File: src/rtl/lpif_txrx_asym_gearbox.sv
// LPIF lane-beat <-> logic-link word gearbox.
// TX packs R beats per word, RX replays words as R beats (R = gen2 ? RATIO : 1).
module lpif_txrx_asym_gearbox #(
    parameter  int DATA_W = 64,
    parameter  int RATIO  = 2,
    localparam int LANE_W = DATA_W + 11,
    localparam int WORD_W = RATIO * LANE_W
) (
    input  logic              clk_wr,
    input  logic              rst_wr_n,
    input  logic              m_gen2_mode,
    input  logic [3:0]        dstrm_state,
    input  logic [1:0]        dstrm_protid,
    input  logic [DATA_W-1:0] dstrm_data,
    input  logic              dstrm_dvalid,
    input  logic [1:0]        dstrm_crc,
    input  logic              dstrm_crc_valid,
    input  logic              dstrm_valid,
    input  logic              dstrm_beat_vld,
    output logic              dstrm_beat_rdy,
    output logic [WORD_W-1:0] txfifo_downstream_data,
    output logic              txfifo_downstream_vld,
    input  logic              txfifo_downstream_rdy,
    input  logic [WORD_W-1:0] rxfifo_upstream_data,
    input  logic              rxfifo_upstream_vld,
    output logic              rxfifo_upstream_rdy,
    output logic [3:0]        ustrm_state,
    output logic [1:0]        ustrm_protid,
    output logic [DATA_W-1:0] ustrm_data,
    output logic              ustrm_dvalid,
    output logic [1:0]        ustrm_crc,
    output logic              ustrm_crc_valid,
    output logic              ustrm_valid,
    output logic              ustrm_beat_vld,
    input  logic              ustrm_beat_rdy
);

    localparam int CW = (RATIO > 1) ? $clog2(RATIO) : 1;
    localparam logic [CW-1:0] LAST_G2 = CW'(RATIO - 1);

    logic              mode_q;
    logic              idle, mode_eff;
    logic [CW-1:0]     r_last;
    logic [CW-1:0]     tx_cnt_q, tx_cnt_d;
    logic [CW-1:0]     rx_cnt_q, rx_cnt_d;
    logic [WORD_W-1:0] acc_q, acc_d;
    logic [WORD_W-1:0] out_q, out_d;
    logic [WORD_W-1:0] rx_word_q, rx_word_d;
    logic [WORD_W-1:0] tx_word;
    logic              out_vld_q, out_vld_d;
    logic              rx_vld_q, rx_vld_d;
    logic [LANE_W-1:0] tx_lane, rx_lane;
    logic              tx_last, rx_last, tx_fire, rx_load;

    // While idle the live mode applies, so the first word after a change already uses it.
    assign idle     = (tx_cnt_q == '0) && (rx_cnt_q == '0);
    assign mode_eff = idle ? m_gen2_mode : mode_q;
    assign r_last   = mode_eff ? LAST_G2 : '0;

    assign tx_lane = {dstrm_valid, dstrm_crc_valid, dstrm_crc, dstrm_dvalid,
                      dstrm_data, dstrm_protid, dstrm_state};
    assign tx_last = (tx_cnt_q == r_last);
    assign dstrm_beat_rdy = !(tx_last && out_vld_q && !txfifo_downstream_rdy);
    assign tx_fire = dstrm_beat_vld && dstrm_beat_rdy;

    assign txfifo_downstream_data = out_q;
    assign txfifo_downstream_vld  = out_vld_q;

    always_comb begin
        acc_d     = acc_q;
        out_d     = out_q;
        out_vld_d = out_vld_q;
        tx_cnt_d  = tx_cnt_q;
        tx_word   = mode_eff ? acc_q : '0;
        tx_word[int'(tx_cnt_q)*LANE_W +: LANE_W] = tx_lane;
        if (out_vld_q && txfifo_downstream_rdy) out_vld_d = 1'b0;
        if (tx_fire) begin
            if (tx_last) begin
                out_d     = tx_word;
                out_vld_d = 1'b1;
                tx_cnt_d  = '0;
                acc_d     = '0;
            end else begin
                acc_d[int'(tx_cnt_q)*LANE_W +: LANE_W] = tx_lane;
                tx_cnt_d = tx_cnt_q + 1'b1;
            end
        end
    end

    assign rx_last = (rx_cnt_q == r_last);
    assign rxfifo_upstream_rdy = !rx_vld_q || (rx_last && ustrm_beat_rdy);
    assign rx_load = rxfifo_upstream_vld && rxfifo_upstream_rdy;

    always_comb begin
        rx_word_d = rx_word_q;
        rx_vld_d  = rx_vld_q;
        rx_cnt_d  = rx_cnt_q;
        if (rx_vld_q && ustrm_beat_rdy) begin
            if (rx_last) begin
                rx_cnt_d = '0;
                rx_vld_d = 1'b0;
            end else begin
                rx_cnt_d = rx_cnt_q + 1'b1;
            end
        end
        if (rx_load) begin
            rx_word_d = rxfifo_upstream_data;
            rx_vld_d  = 1'b1;
            rx_cnt_d  = '0;
        end
    end

    assign rx_lane = rx_vld_q ? rx_word_q[int'(rx_cnt_q)*LANE_W +: LANE_W] : '0;
    assign {ustrm_valid, ustrm_crc_valid, ustrm_crc, ustrm_dvalid,
            ustrm_data, ustrm_protid, ustrm_state} = rx_lane;
    assign ustrm_beat_vld = rx_vld_q;

    always_ff @(posedge clk_wr or negedge rst_wr_n) begin
        if (!rst_wr_n) begin
            mode_q    <= 1'b0;
            tx_cnt_q  <= '0;
            rx_cnt_q  <= '0;
            acc_q     <= '0;
            out_q     <= '0;
            out_vld_q <= 1'b0;
            rx_word_q <= '0;
            rx_vld_q  <= 1'b0;
        end else begin
            if (idle) mode_q <= m_gen2_mode;
            tx_cnt_q  <= tx_cnt_d;
            rx_cnt_q  <= rx_cnt_d;
            acc_q     <= acc_d;
            out_q     <= out_d;
            out_vld_q <= out_vld_d;
            rx_word_q <= rx_word_d;
            rx_vld_q  <= rx_vld_d;
        end
    end

endmodule

File: config.mk
export PLATFORM = sky130hd
export DESIGN_NAME = lpif_txrx_asym_gearbox
export DESIGN_NICKNAME = d
export VERILOG_FILES = /design/src/rtl/lpif_txrx_asym_gearbox.sv
export SDC_FILE = /design/constraint.sdc
export NUM_CORES = 1
export LEC_CHECK = 0
export CORE_ASPECT_RATIO = 0.9
export CORE_MARGIN = 10
export CORE_UTILIZATION = 43
export DETAILED_ROUTE_END_ITERATION = 7
export MAX_ROUTING_LAYER = met4
export PLACE_DENSITY = 0.7
export SYNTH_ARGS = -nofsm -noshare
export SYNTH_HDL_FRONTEND = slang
export SYNTH_SLANG_ARGS = --single-unit
File: constraint.sdc
create_clock -name clk_wr -period 3.97 [get_ports clk_wr]
set_input_delay 0.794 -clock clk_wr [delete_from_list [all_inputs] [get_ports clk_wr]]
set_output_delay 0.794 -clock clk_wr [all_outputs]
set_load 0.1 [all_outputs]
==> results.toml <==
[timing]
clock_skew_ps = 19.5
post-route-period-util_pct = 90.0
slew_violations = 0
layout_min_cycle_time_ps = 3570
fin_setup_tns_ps = 0
relSlewSlack_pct = 23.9
rsz0062_at_grt = "false"
hold_viol = 0
tightest_slew_ps = 1140
holdWs_ps = 215
setup_viol = 0
max_freq_ghz = 0.280

[grt]
grt_max_degree = 106
grtUsageTotal_pct = 21.9
first_global_vias = 14862
grt_pass1_wl_um = 91800
antenna_found_initial = 12
grt-ovfl-total = 0

[synth]
synthSimpleGateAreaFrac_pct = 6.62
ys_warn_count = 0
syn_nets = 1739
synth_fa_ha_area_share_pct = 0.188
netlist_area_um2 = 19900
synth.area.mux_share_pct = 20.9
avgSynthCellArea_um2 = 13.3
synth-seq-cells = 455
synth_top_family_by_area = "multiplexers"
yosysSeqAreaShare_pct = 57.1
synth_compound_area_share_pct = 11.9
syn_inst = 1504
synth.distinct_cells = 28
synthXorXnorAreaFrac_pct = 0

[routing]
viasPerCell = 5.40
routed-via-count = 13930
drt_first_pass_iters = 5
drc_errors = 0
drtAntennaViolNets = 0
wl_um = 60000
wl_per_cell_um = 23.3
drt_iter0_markers = 789

[setup_path]
cp_data_required_time_ps = 3180
startpoint_type = "register"
slowest_delay_ps = 640
regToRegEndpoint = "rx_word_q[133]"
r2r_slack_ps = 840
crit_end = "dstrm_beat_rdy"
end_kind = "primary output"
reg2reg_from = "rx_cnt_q"
reg2reg_depth = 7
cp-startpoint = "rx_cnt_q"
cp.arrival_ps = 2780
slowest_stage = "dfrtp_4"
worstSetupPathType = "reg2out"
cp_max_fo = 16
crit_path_cell_trace = "nor2_1 > mux2_2 > ha_1 > nand3b_1 > buf_12"

[layout]
synthToLayoutAreaGrowth_pct = 33.5
fillCellCount = 3740
final_nets = 2159
fin_util_pct = 58.3
layout_common_cells = "dfrtp_1, clkdlybuf4s50_1, mux2_2"
layout_commonest_cell = "dfrtp_1"
drive_gt1_share_pct = 25.4

[run]
drv_cap = 0

[die]
die_h_um = 224
die_w_um = 247
num_io_pins = 461
rows = 74
dieArea_um2 = 55400
coreArea_um2 = 45600
start_util_pct = 43.7

[clocking]
cts_htree_levels = 2
post_cts_resized = 0
cts_setup_buffers = 0
clk_latency_ps = 580
cts_tree = "yes"
root_buffer = "clkbuf_16"
clk_path_buf_depth = 3
cts_buffers = 49
ctsHoldBuffers = 0
path_clk_slew_ps = 60
cts_sinks = 455

[placement]
hpwl_um = 41100
gp_congestion = 0.824
port-buffer-count = 460

[hold_path]
hp-class = "in2async"

[outcome]
outcome = "completed"
worst min path at each step:
stage,startpoint,endpoint,slack (ps)
4_1_cts,rst_wr_n,acc_q[82],230
5_1_grt,rst_wr_n,acc_q[82],280
3_3_place_gp,txfifo_downstream_data[99],txfifo_downstream_data[99],470
6_report,rst_wr_n,txfifo_downstream_data[7],220
3_5_place_dp,txfifo_downstream_data[99],txfifo_downstream_data[99],480
2_1_floorplan,acc_q[0],acc_q[0],470
synth_stat cells (all sizes together):
master,count,share of area (%)
nand3b,3,0.11
nand2b,77,2.4
a21oi,1,0.025
a31o,1,0.044
a22o,225,9.9
clkbuf,41,0.80
inv,3,0.056
nor2,1,0.019
and2,1,0.031
dfrtp,455,57
o21ai,76,1.9
nor2b,75,2.4
nor4b,2,0.15
nand3,1,0.025
nand4,1,0.031
buf,81,2.4
nand2,78,1.5
a21bo,1,0.050
ha,3,0.19
mux2i,76,3.8
mux2,302,17
per-stage QoR:
stage	setup slack, ps	cell area [um2]	std cells
global route	281	26600	2579
floorplan	313	19900	1504
CTS	335	26600	2567
finish	395	26600	2579
detailed placement	521	25000	2481
global placement	586	25000	2481
routing by layer:
metal	vias to the layer above	global-route usage, %	routed length, um
met1	7131	28.1	25200
met5	-	-	0
li1	6250	-	-
met4	0	5.77	1090
met3	69	6.60	5690
met2	480	33.2	28000
critical path: cells and delay by family, from the launching register on:
family        cells  cell delay (ps)
mux               1              390
flops             1              640
simple gates      2              460
fa+ha+maj         1              470
buf+inv           1              250
final cells by class:
type                       instances  area [um2]  share of cell area (%)
sequential                       455       11400                    42.8
clock inverter                    20         230                   0.865
clock buffer                      66        1380                    5.19
tap                              608         761                    2.86
multi-input combinational        924        7950                    29.9
antenna                           12        30.0                   0.113
timing repair buffer             491        4850                    18.2
inverter                           3        11.3                  0.0423
registers in the layout, summed over array words and instances (netlist names):
| name | count |
|---|---|
| tx_cnt_q | 1 |
| acc_q | 150 |
| rx_cnt_q | 1 |
| mode_q | 1 |
| ustrm_beat_vld | 1 |
| rx_word_q | 150 |
| txfifo_downstream_vld | 1 |
| txfifo_downstream_data | 150 |
cell families (layout without fill, tap and decap cells):
family | after synthesis | after routing
AOI/OAI and AO/OA | 304 | 304
DFF | 455 | 455
muxes | 378 | 378
adders and majority gates | 3 | 3
and+or+nand+nor | 239 | 239
other | 0 | 12
buffers and inverters | 125 | 580
Power is not shown: default switching activity piles up to over one toggle a cycle in this logic, so the estimate is an artifact.
